### src/rtl/multdiv_issue_ctrl_pkg.sv
// Processor constants shared by the multdiv issue controller and its helpers.
package multdiv_issue_ctrl_pkg;

    localparam int unsigned REG_W  = 5;
    localparam int unsigned DATA_W = 32;

    localparam logic [REG_W-1:0]  RSTATUS_REG   = 5'd30;
    localparam logic [DATA_W-1:0] MULT_EXC_CODE = 32'd4;
    localparam logic [DATA_W-1:0] DIV_EXC_CODE  = 32'd5;

    typedef enum logic [1:0] {
        ST_IDLE  = 2'd0,
        ST_ISSUE = 2'd1,
        ST_BUSY  = 2'd2,
        ST_DONE  = 2'd3
    } md_state_e;

    function automatic logic [DATA_W-1:0] exc_code(input logic is_mult);
        exc_code = is_mult ? MULT_EXC_CODE : DIV_EXC_CODE;
    endfunction

endpackage

### src/rtl/md_timeout_counter.sv
// Counts BUSY cycles of a multdiv operation; tc flags the cycle on whose
// closing edge the TIMEOUT_CYCLES-th BUSY cycle ends.
module md_timeout_counter #(
    parameter int unsigned TIMEOUT_CYCLES = 64
) (
    input  logic clock,
    input  logic reset,
    input  logic clr,
    input  logic en,
    output logic tc
);

    localparam int unsigned CNT_W = $clog2(TIMEOUT_CYCLES + 1);

    logic [CNT_W-1:0] count_q;
    logic [CNT_W-1:0] count_d;

    // next count: clear wins over increment
    always_comb begin
        count_d = count_q;
        if (clr) begin
            count_d = '0;
        end else if (en) begin
            count_d = count_q + CNT_W'(1);
        end else begin
            count_d = count_q;
        end
    end

    // count register
    always_ff @(posedge clock) begin
        if (reset) begin
            count_q <= '0;
        end else begin
            count_q <= count_d;
        end
    end

    assign tc = en & (count_q == CNT_W'(TIMEOUT_CYCLES - 1));

endmodule

### src/rtl/multdiv_issue_ctrl.sv
// Issues MULT/DIV from the DX latch to multdiv, stalls until the result is
// ready and presents a one-cycle writeback (redirected to rstatus on exception).
module multdiv_issue_ctrl
    import multdiv_issue_ctrl_pkg::*;
#(
    parameter int unsigned TIMEOUT_CYCLES = 64
) (
    input  logic              clock,
    input  logic              reset,
    input  logic              dx_valid,
    input  logic              dx_is_mult,
    input  logic              dx_is_div,
    input  logic [DATA_W-1:0] dx_operandA,
    input  logic [DATA_W-1:0] dx_operandB,
    input  logic [REG_W-1:0]  dx_rd,
    output logic              md_ctrl_MULT,
    output logic              md_ctrl_DIV,
    output logic [DATA_W-1:0] md_operandA,
    output logic [DATA_W-1:0] md_operandB,
    input  logic [DATA_W-1:0] md_result,
    input  logic              md_exception,
    input  logic              md_resultRDY,
    output logic              stall,
    output logic              wb_we,
    output logic [REG_W-1:0]  wb_rd,
    output logic [DATA_W-1:0] wb_data
);

    md_state_e         state_q, state_d;
    logic              op_mult_q, op_mult_d;
    logic [REG_W-1:0]  rd_q, rd_d;
    logic [DATA_W-1:0] opa_q, opa_d;
    logic [DATA_W-1:0] opb_q, opb_d;
    logic              ctrl_mult_q, ctrl_mult_d;
    logic              ctrl_div_q, ctrl_div_d;
    logic              wb_we_q, wb_we_d;
    logic [REG_W-1:0]  wb_rd_q, wb_rd_d;
    logic [DATA_W-1:0] wb_data_q, wb_data_d;

    logic accept_s;
    logic finish_s;
    logic exc_s;
    logic cnt_clr_s;
    logic cnt_en_s;
    logic timeout_s;

    // Both op bits set is an illegal encoding and is simply not accepted.
    assign accept_s = (state_q == ST_IDLE) & dx_valid & (dx_is_mult ^ dx_is_div);
    assign finish_s = (state_q == ST_BUSY) & (md_resultRDY | timeout_s);
    assign exc_s    = md_resultRDY ? md_exception : 1'b1;

    md_timeout_counter #(
        .TIMEOUT_CYCLES(TIMEOUT_CYCLES)
    ) u_timeout (
        .clock (clock),
        .reset (reset),
        .clr   (cnt_clr_s),
        .en    (cnt_en_s),
        .tc    (timeout_s)
    );

    // state register
    always_ff @(posedge clock) begin
        if (reset) begin
            state_q <= ST_IDLE;
        end else begin
            state_q <= state_d;
        end
    end

    // next-state logic
    always_comb begin
        state_d = state_q;
        case (state_q)
            ST_IDLE:  state_d = accept_s ? ST_ISSUE : ST_IDLE;
            ST_ISSUE: state_d = ST_BUSY;
            ST_BUSY:  state_d = finish_s ? ST_DONE : ST_BUSY;
            ST_DONE:  state_d = ST_IDLE;
            default:  state_d = ST_IDLE;
        endcase
    end

    // state-decoded outputs; stall is released in DONE so DX moves on
    always_comb begin
        stall     = 1'b0;
        cnt_clr_s = 1'b0;
        cnt_en_s  = 1'b0;
        case (state_q)
            ST_IDLE:  stall = accept_s;
            ST_ISSUE: begin
                stall     = 1'b1;
                cnt_clr_s = 1'b1;
            end
            ST_BUSY:  begin
                stall    = 1'b1;
                cnt_en_s = 1'b1;
            end
            ST_DONE:  stall = 1'b0;
            default:  stall = 1'b0;
        endcase
    end

    // operand/op latches and the start pulse, which lands in ISSUE
    always_comb begin
        op_mult_d   = op_mult_q;
        rd_d        = rd_q;
        opa_d       = opa_q;
        opb_d       = opb_q;
        ctrl_mult_d = accept_s & dx_is_mult;
        ctrl_div_d  = accept_s & dx_is_div;
        if (accept_s) begin
            op_mult_d = dx_is_mult;
            rd_d      = dx_rd;
            opa_d     = dx_operandA;
            opb_d     = dx_operandB;
        end else begin
            op_mult_d = op_mult_q;
        end
    end

    // writeback packet, loaded on the edge into DONE and zero elsewhere
    always_comb begin
        wb_we_d   = 1'b0;
        wb_rd_d   = '0;
        wb_data_d = '0;
        if (finish_s) begin
            if (exc_s) begin
                wb_we_d   = 1'b1;
                wb_rd_d   = RSTATUS_REG;
                wb_data_d = exc_code(op_mult_q);
            end else begin
                wb_we_d   = (rd_q != 5'd0);
                wb_rd_d   = rd_q;
                wb_data_d = md_result;
            end
        end else begin
            wb_we_d = 1'b0;
        end
    end

    // datapath registers
    always_ff @(posedge clock) begin
        if (reset) begin
            op_mult_q   <= 1'b0;
            rd_q        <= '0;
            opa_q       <= '0;
            opb_q       <= '0;
            ctrl_mult_q <= 1'b0;
            ctrl_div_q  <= 1'b0;
            wb_we_q     <= 1'b0;
            wb_rd_q     <= '0;
            wb_data_q   <= '0;
        end else begin
            op_mult_q   <= op_mult_d;
            rd_q        <= rd_d;
            opa_q       <= opa_d;
            opb_q       <= opb_d;
            ctrl_mult_q <= ctrl_mult_d;
            ctrl_div_q  <= ctrl_div_d;
            wb_we_q     <= wb_we_d;
            wb_rd_q     <= wb_rd_d;
            wb_data_q   <= wb_data_d;
        end
    end

    assign md_ctrl_MULT = ctrl_mult_q;
    assign md_ctrl_DIV  = ctrl_div_q;
    assign md_operandA  = opa_q;
    assign md_operandB  = opb_q;
    assign wb_we        = wb_we_q;
    assign wb_rd        = wb_rd_q;
    assign wb_data      = wb_data_q;

endmodule

### config.mk
export PLATFORM = sky130hd
export DESIGN_NAME = multdiv_issue_ctrl
export DESIGN_NICKNAME = d
export VERILOG_FILES = /design/src/rtl/multdiv_issue_ctrl_pkg.sv /design/src/rtl/md_timeout_counter.sv /design/src/rtl/multdiv_issue_ctrl.sv
export SDC_FILE = /design/constraint.sdc
export NUM_CORES = 1
export LEC_CHECK = 0
export CAP_MARGIN = 20
export CORE_ASPECT_RATIO = 0.6
export CORE_MARGIN = 4
export CORE_UTILIZATION = 40
export DETAILED_ROUTE_END_ITERATION = 10
export PLACE_DENSITY = 0.92
export REMOVE_ABC_BUFFERS = 1
export SETUP_SLACK_MARGIN = 0.15
export SLEW_MARGIN = 10
export SYNTH_ARGS = -nofsm -noshare
export SYNTH_HDL_FRONTEND = slang
export SYNTH_SLANG_ARGS = --single-unit
### constraint.sdc
create_clock -name clock -period 2 [get_ports clock]
set_clock_uncertainty 0.2 [all_clocks]
set_input_delay 0.6 -clock clock [delete_from_list [all_inputs] [get_ports clock]]
set_output_delay 0.6 -clock clock [all_outputs]
set_load 0.02 [all_outputs]
Word level (Yosys, flattened, before mapping)
Index checks and enable logic that the tools add are counted.
- bits in registers: 119
- bits of input ports: 108
- logic and storage cells: 43
- $add $sub $neg: 1
- equal/unequal tests: 4
- muxes and demuxes: 11
- bitwise gates (word level): 9
- reductions and logical operators: 6
- operators with widths (kind ; number):
    $mux W32 ; 1
    $pmux W2 S4 ; 1
    $add A7 B1 Y7 const B ; 1
    $eq A7 B6 Y1 const B ; 1
    $mux W1 ; 7
    $and A1 B1 Y1 ; 6
    $reduce_or A2 Y1 ; 3
    $mux W5 ; 1
    $reduce_bool A5 Y1 ; 1
    $eq A2 B2 Y1 const B ; 2
    $pmux W1 S3 ; 1
    $reduce_or A3 Y1 ; 1
    $eq A2 B1 Y1 const B ; 1
    $logic_not A2 Y1 ; 1
    $not A1 Y1 ; 1
    $or A1 B1 Y1 ; 1
    $xor A1 B1 Y1 ; 1

Logic depth before layout (Yosys ltp)
Gate-level depths: netlist of run 1.
- word-level depth: 7
- mapped depth: 8
- depth with buffers taken out: 5

Cells and area by module
Synthesis of run 1 repeated with hierarchy kept, for this count alone.
- cells, all modules: 449
- area total of the unflattened synthesis: 4822.1 µm²
- by module, submodules not included (module ; instances ; cells an instance ; area each (µm²) ; seq. area each (µm²)):
    multdiv_issue_ctrl ; 1 ; 415 ; 4499.3 ; 2242.2
    md_timeout_counter ; 1 ; 34 ; 322.8 ; 140.1

Worst setup path after synthesis of run 1
Ideal clock, no wire load.
- kind: input-to-output
- from: in dx_valid
- to: out stall
- data arrival time: 1.222 ns
- required time: 1.200 ns
- path slack: -0.022 ns
- cell stages on the path: 4
- cells stage by stage: and2_1 -> buf_1 -> nand2_1 -> o21ai_0
- word-level cells in the longest chain between the ends: 3
- RTL lines (what ; RTL line ; source):
    from (decl) ; multdiv_issue_ctrl.sv:10 ; input logic dx_valid,
    $and A1 B1 Y1 (2 in series) ; multdiv_issue_ctrl.sv:48 ; assign accept_s = (state_q == ST_IDLE) & dx_valid & (dx_is_mult ^ dx_is_div);
    $pmux W1 S3 ; multdiv_issue_ctrl.sv:88 ; case (state_q)
    to (decl) ; multdiv_issue_ctrl.sv:23 ; output logic stall,
No other way between the ends.

Worst setup path after layout of run 1
- from: reg state_q[0]
- to: out stall
- word-level cells in the longest chain between the ends: 4
- elaborated cells between the ends (all ways): 8
- RTL lines (what ; RTL line ; source):
    from (decl) ; multdiv_issue_ctrl.sv:29 ; md_state_e state_q, state_d;
    from (signal assigned) ; multdiv_issue_ctrl.sv:67 ; state_q <= state_d;
    $logic_not A2 Y1 ; multdiv_issue_ctrl.sv:48, multdiv_issue_ctrl.sv:88 ;
    $and A1 B1 Y1 (2 in series) ; multdiv_issue_ctrl.sv:48 ;
    $pmux W1 S3 * ; multdiv_issue_ctrl.sv:88 ;
Every way passes the cells marked *; elsewhere a longest branch is shown, timed or not.

==> results_dict.tcl, run 1 <==
set metrics [dict create \
    clkSinkCount 119 \
    antenna_cells 0 \
    holdPathEnd "md_operandB[3]" \
    syn-instance-count 470 \
    cts_buffers 17 \
    setup_viol 2 \
    synth_common_cells "dfxtp_1 (119), a21oi_1 (73), nand3_1 (71), o21ai_0 (71), and2_1 (32)" \
    synth_warnings 0 \
    cts_root_buffer "clkbuf_16" \
    synth-main-ff-cell "dfxtp_1" \
    slew_headroom_pct 51.16 \
    wl_per_cell_um 17.15 \
    final_cells 830 \
    p_int_uw 4968 \
    groute.usage.overall_pct 22.74 \
    grt_first_pass_wirelength_um 22360 \
    synth_simple_gate_area_share_pct 17.67 \
    end_kind "output pin" \
    synthTopCellsByArea "dfxtp_1 (56%), a21oi_1 (8.5%), nand3_1 (8.3%)" \
    period_needed_ns 2.144 \
    clock_path_buffers 2 \
    gp_congestion 0.8350 \
    synth_largest_area_cell "dfxtp_1" \
    die_x_um 141.6 \
    reg2reg_to "md_operandA[8]" \
    die_h_um 88.15 \
    yosysMostFrequentCell "dfxtp_1" \
    timing.final.ws_setup_ns -0.1442 \
    p_switching_uw 1599 \
    viasPerCell 5.283 \
    r2r-start "state_q[0]" \
    antenna_found_initial 0 \
    status "finished, violations left" \
    tightest_slew_ns 0.7326 \
    htree_levels 4 \
    synth_cell_types 36 \
    hold_path.class "flip-flop to flip-flop" \
    reg2reg_depth 6 \
    drt_wl_total_um 14240 \
    violations "setup timing" \
    yosysTopAreaCellShare_pct 55.62 \
    p_seq_share_pct 38.5 \
    worstHoldStart "md_operandB[3]" \
    grt_max_degree 71 \
    ys_seq_area_share_pct 55.62 \
    cp-start-kind "flip-flop" \
    layout-drive-gt1-share_pct 22.73 \
    drtIter0Drc 253 \
    fillers 744 \
    synth-compound-area-share_pct 17.67 \
    synthToLayoutAreaGrowth_pct 64.21 \
    synth_top_family_by_area "compound AO/OA/AOI/OAI gates" \
    synthAdderAreaFrac_pct 1.461 \
    drv_slew 0 \
    power.density_nw_per_um2 933.7 \
    path_class "flip-flop to output pin" \
    dp.cells 796 \
    multi_input_area_um2 1705 \
    io_buffer_count 212 \
    io_pins 213 \
    pre_cts_ws_ns -0.9482 \
    critical_path_required_ns 1.20 \
    power.share.clock_pct 46.5 \
    ys_ff_latch 119 \
    start_util_pct 42.16 \
    arrival_ns 1.34 \
    timing.hold.ws_ns 0.2743 \
    fmax_mhz 466.4 \
    pwr-share-comb_pct 14.9 \
    fp.coreArea_um2 10160 \
    num_rows 28 \
    clk_pin_slew_worst_paths_ns 0.05 \
    fin_nets 797 \
    grt_pass1_vias 4462 \
    synth_edf_count 0 \
    period_share_pct 107.2 \
    seqCellArea_um2 2385 \
    synthMuxAreaShare_pct 0.2337 \
    swShare_pct 24.35 \
    syn_area_um2 4283 \
    die-area_um2 12480 \
    grt_overflow 0 \
    yosys.area_share.xor_xnor_pct 1.840 \
    cts_tree "built" \
    syn_avg_cell_area_um2 9.112 \
    drc 0 \
    holdPathStages 2 \
    first_pass_iters 6 \
    vias 4385 \
    rrSetupSlack_ns -0.03 \
    timing.final.hold_violations 0 \
    rsz0062_at_grt "yes" \
    max-cap-violations 0 \
    irDropWorstVdd_uv 583.5 \
    synthArstFlopShare_pct 0 \
    ant_nets 0 \
    power.leakage_uw 0.002765 \
    cp_max_fo 3 \
    clock_latency_ns 0.40 \
    hpwl_um 9671 \
]
## worst max-delay path, stage by stage, from the launching register on
cell and delay (ns):
dfxtp_2 0.32, inv_2 0.07, ha_4 0.15, and2_4 0.16
nand2_4 0.05, o21ai_2 0.06, buf_6 0.13
## metal layers
layer  track usage (%)  part of all wire (%)  up-vias
met3             10.75                    11       31
met5                 0                     0        -
met1             25.52                    40     2026
met4             8.624                   2.2        0
li1                  -                     -     2068
met2             38.18                    47      260
## stage by stage
step / utilization [%] / TNS (ns) / cell area (µm²) / total power (µW)
2_1_floorplan: - / -31.37 / 4066 / 2962
3_3_place_gp: 65.04 / -35.26 / 6608 / 3549
3_5_place_dp: 65.04 / -39.90 / 6608 / 3581
4_1_cts: 71.63 / -0.1632 / 7277 / 6647
5_1_grt: 69.22 / -0.9207 / 7033 / 6836
6_report: 69.22 / -0.1739 / 7033 / 6567
## power groups by stage
| stage | registers, µW | clock network [µW] | logic, µW |
|---|---|---|---|
| after floorplan | 2680 | 0 | 280 |
| after global placement | 2570 | 0 | 978 |
| after detailed placement | 2580 | 0 | 1000 |
| after CTS | 2530 | 3120 | 992 |
| after global routing | 2540 | 3240 | 1050 |
| final | 2530 | 3060 | 979 |
## layout by cell type, fill, tap and decap left out, types with 4 or more instances in the layout
| master | synthesis | routed |
|---|---|---|
| dfxtp_1 | 119 | 117 |
| clkdlybuf4s50_1 | 0 | 103 |
| a21oi_1 | 73 | 73 |
| nand3_1 | 71 | 71 |
| o21ai_0 | 71 | 70 |
| clkbuf_2 | 1 | 35 |
| clkdlybuf4s15_2 | 0 | 34 |
| and2_1 | 32 | 31 |
| buf_2 | 4 | 20 |
| buf_4 | 1 | 20 |
| clkdlybuf4s15_1 | 0 | 18 |
| clkbuf_16 | 0 | 17 |
| nor2_1 | 13 | 13 |
| buf_12 | 0 | 6 |
| nor3_1 | 5 | 5 |
| nand2_1 | 6 | 4 |
| ha_1 | 5 | 4 |
| clkinv_2 | 0 | 4 |
## how the worst max path moves through the flow
stage,startpoint,to,slack (ns)
final,state_q[0],stall,-0.14
after global routing,state_q[1],stall,-0.22
after CTS,state_q[0],stall,-0.16
after detailed placement,dx_is_mult,stall,-0.95
after global placement,dx_is_mult,stall,-0.92
after floorplan,dx_valid,stall,-1.09
## repair_timing
item	4_1_cts	5_1_grt
endpoints found under the hold margin	0	0
cloned	0	0
pin swaps	1	1
setup buffers	2	2
resized for setup	263	76
endpoints found under the setup margin	175	139
hold buffers	0	0
## registers in the layout, summed over array words and instances (netlist names)
| name | count |
|---|---|
| md_ctrl_DIV | 1 |
| md_ctrl_MULT | 1 |
| md_operandA | 32 |
| md_operandB | 32 |
| op_mult_q | 1 |
| rd_q | 5 |
| state_q | 2 |
| u_timeout.count_q | 7 |
| wb_data | 32 |
| wb_rd | 5 |
| wb_we | 1 |
## cell type report
type / instances / area share (%)
clock inverter: 9 / 1.779
clock buffer: 21 / 6.689
tap: 135 / 2.402
inverter: 5 / 0.2669
timing repair buffer: 238 / 30.71
sequential: 119 / 33.91
multi-input combinational: 303 / 24.25
## logic make-up (layout without fill, tap and decap cells)
| family | count (synthesis) | after routing |
|---|---|---|
| flip-flops | 119 | 119 |
| adder cells (fa/ha/maj) | 5 | 5 |
| XOR/XNOR | 6 | 6 |
| AO/OA/AOI/OAI | 149 | 149 |
| multiplexers | 1 | 1 |
| AND/OR/NAND/NOR | 142 | 142 |
| buffers and inverters | 48 | 273 |
Power figures use the tool's default switching activity.
==> run 2: changes to the inputs <==
--- a/config.mk
+++ b/config.mk
@@ -8,7 +8,7 @@
 export CAP_MARGIN = 20
 export CORE_ASPECT_RATIO = 0.6
 export CORE_MARGIN = 4
-export CORE_UTILIZATION = 40
+export CORE_UTILIZATION = 42
 export DETAILED_ROUTE_END_ITERATION = 10
 export PLACE_DENSITY = 0.92
 export REMOVE_ABC_BUFFERS = 1
@@ -16,4 +16,5 @@
 export SLEW_MARGIN = 10
 export SYNTH_ARGS = -nofsm -noshare
 export SYNTH_HDL_FRONTEND = slang
+export SYNTH_HIERARCHICAL = 1
 export SYNTH_SLANG_ARGS = --single-unit
==> run 2 against run 1 <==
  * The flow still finishes with violations (setup timing)
  * Die area increased by 6.7%
  * Sequential cell count unchanged
  * Synthesized cell count decreased by 4.5%
  * Fmax increased by 0.61%
  * Total power increased by 2.2%
  * Area after synthesis increased by 13%
  * Critical path depth decreased by 1
  * Design area increased by 9.6%
  * Clock-buffer cell count decreased by 4
==> results_dict.tcl, run 2 <==
set metrics [dict create \
    status "finished, violations left" \
    violations "setup timing" \
    total_power_uw 6713 \
    tightest_slew_ns 0.4624 \
    synth_edf_count 0 \
    path_class "input pin to output pin" \
    rsz0062_at_grt "yes" \
    rrSetupSlack_ns 0.21 \
    io_buffer_count 212 \
    power.leakage_uw 0.003092 \
    ys_ff_latch 119 \
    wl_per_cell_um 16.53 \
    ys_seq_area_share_pct 49.40 \
    grt_first_pass_wirelength_um 20240 \
    slew_headroom_pct 69.18 \
    yosysMostFrequentCell "nand2b_1" \
    period_needed_ns 2.131 \
    power.share.clock_pct 49.5 \
    antenna_found_initial 0 \
    groute.usage.overall_pct 18.72 \
    mostFrequentLayoutCells "nand2b_1 (140), dfxtp_1 (117), clkdlybuf4s50_1 (103)" \
    synthArstFlopShare_pct 0 \
    reg2reg_depth 8 \
    synthToLayoutAreaGrowth_pct 59.78 \
    antenna_cells 0 \
    htree_levels 4 \
    cp-start-kind "input pin" \
    synthAdderAreaFrac_pct 1.297 \
    crit_chain "clkdlybuf4s15_2 > nand2b_4 > a21oi_4 > a21o_1 > buf_6" \
    r2r-start "state_q[0]" \
    layout-drive-gt1-share_pct 21.83 \
    synth-compound-area-share_pct 1.713 \
    syn-instance-count 449 \
    end_kind "output pin" \
    synth_common_cells "nand2b_1 (140), dfxtp_1 (119), mux2i_1 (70), and2_1 (31), nor2_1 (17)" \
    first_pass_iters 4 \
    synthMuxAreaShare_pct 14.53 \
    synth_simple_gate_area_share_pct 26.57 \
    pwr-share-comb_pct 12.9 \
    critical_path_required_ns 1.20 \
    fp.coreArea_um2 10890 \
    drt_wl_total_um 13650 \
    drtIter0Drc 159 \
    clock_latency_ns 0.39 \
    reg2reg_to "md_operandB[19]" \
    grt_overflow 0 \
    synth_cell_types 34 \
    num_rows 29 \
    cts_root_buffer "clkbuf_16" \
    viasPerCell 4.683 \
    grt_pass1_vias 3916 \
    critPathMaxStageDelay_ns 0.20 \
    holdPathStages 1 \
    cts_buffers 17 \
    timing.final.hold_violations 0 \
    p_int_uw 5176 \
    drc 0 \
    grt_max_degree 77 \
    synth_warnings 6 \
    hpwl_um 9183 \
    setup_viol 1 \
    start_util_pct 44.30 \
    cts_tree "built" \
    gp_congestion 0.8134 \
    period_share_pct 106.6 \
    syn_avg_cell_area_um2 10.74 \
    die-area_um2 13320 \
    cp_max_fo 2 \
    fillers 781 \
    syn_area_um2 4822 \
    critical-path-top-delay-family "buffers and inverters" \
    vias 3868 \
    arrival_ns 1.33 \
    finalSetupTns_ns -0.1313 \
    final_common_cell "nand2b_1" \
    swShare_pct 22.89 \
    synthTopCellsByArea "dfxtp_1 (49%), nand2b_1 (18%), mux2i_1 (15%)" \
    cts_hold_buf 0 \
    p_seq_share_pct 37.6 \
    max-cap-violations 0 \
    hold_path.class "flip-flop to flip-flop" \
    worstHoldStart "op_mult_q" \
    pre_cts_ws_ns -0.9387 \
    die_h_um 91 \
    drv_slew 0 \
    fin_nets 787 \
    timing.final.ws_setup_ns -0.1313 \
    holdPathEnd "wb_data[0]" \
    clkSinkCount 119 \
    p_switching_uw 1537 \
    clock_path_buffers 2 \
    synth-main-ff-cell "dfxtp_1" \
    irDropWorstVdd_uv 582.2 \
    clk_pin_slew_worst_paths_ns 0.06 \
    die_x_um 146.3 \
    slowest_stage "clkdlybuf4s15_2" \
    yosys.area_share.xor_xnor_pct 0.7265 \
    ant_nets 0 \
    path_buf_inv 2 \
    synth_largest_area_cell "dfxtp_1" \
    fmax_mhz 469.2 \
    synth_top_family_by_area "simple AND/OR/NAND/NOR gates" \
    io_pins 213 \
    yosysTopAreaCellShare_pct 49.40 \
    power.density_nw_per_um2 871.3 \
]
==> run 2: cell types whose count changed after synthesis, moves of 3 or more <==
cell	delta
buf_2	-3
o21ai_0	-70
clkbuf_1	-15
a21oi_1	-71
mux2i_1	+69
buf_6	-4
nor2_1	+4
buf_12	+8
nand2b_1	+138
nand3_1	-71
==> run 2: logic make-up (layout without fill, tap and decap cells) <==
family | after synthesis | after routing
buffers and inverters | 33 | 271
adder cells (fa/ha/maj) | 5 | 5
XOR/XNOR | 4 | 4
AND/OR/NAND/NOR | 207 | 207
multiplexers | 70 | 70
flip-flops | 119 | 119
AO/OA/AOI/OAI | 11 | 11
==> run 2: power by group through the flow <==
| stage | logic (µW) | registers (µW) | clock network [µW] |
|---|---|---|---|
| 2_1_floorplan | 271 | 2660 | 0 |
| 3_3_place_gp | 831 | 2560 | 0 |
| 3_5_place_dp | 849 | 2570 | 0 |
| 4_1_cts | 842 | 2520 | 3370 |
| 5_1_grt | 924 | 2530 | 3510 |
| 6_report | 868 | 2520 | 3320 |
==> run 2: worst reg2reg max path, cell delays in order (launching register included) <==
cell and delay, ns:
dfxtp_2 0.32, inv_2 0.07, ha_4 0.15, nand2_4 0.05, a21oi_4 0.11, buf_4 0.11, buf_4 0.18, buf_6 0.28
mux2i_1 0.22
==> run 2: layout make-up <==
cell class	instances	area, µm²	share of cell area [%]
clock inverters	15	225.2	2.923
multi-input cells	297	2206	28.63
repair buffers	236	2278	29.57
inverters	3	11.26	0.1462
flip-flops and latches	119	2385	30.95
clock buffers	17	425.4	5.521
well taps	139	173.9	2.257
==> run 2: stage by stage <==
| stage | instance area (µm²) | std cells | hold WS (ns) | util (%) |
|---|---|---|---|---|
| floorplan | 4556 | 419 | 0.2143 | - |
| global placement | 6984 | 785 | 0.2254 | 64.16 |
| detailed placement | 6984 | 785 | 0.2372 | 64.16 |
| CTS | 7740 | 820 | 0.2459 | 71.10 |
| global route | 7705 | 826 | 0.2622 | 70.78 |
| finish | 7705 | 826 | 0.2452 | 70.78 |
==> run 2: timing repair <==
item / 4_1_cts / 5_1_grt
gates cloned: 0 / 3
gates resized for setup: 271 / 56
buffers inserted: 3 / 3
pin swaps: 2 / 1
endpoints found under the setup margin: 177 / 111
==> run 2: worst max-delay path by stage <==
stage	from	end	slack (ns)	depth (start not counted)
floorplan	dx_is_div	stall	-1.49	3
global placement	dx_is_mult	stall	-0.88	5
detailed placement	dx_is_mult	md_operandB[0]	-0.94	5
CTS	state_q[0]	stall	-0.14	6
global route	state_q[0]	stall	-0.19	6
finish	dx_is_mult	stall	-0.13	5
==> run 2: metal layers <==
| metal | share of wire (%) | vias to the layer above | global-route usage (%) |
|---|---|---|---|
| li1 | - | 1887 | - |
| met1 | 44 | 1817 | 23.07 |
| met2 | 48 | 152 | 31.74 |
| met3 | 7.0 | 12 | 6.368 |
| met4 | 0.59 | 0 | 4.773 |
| met5 | 0 | - | 0 |
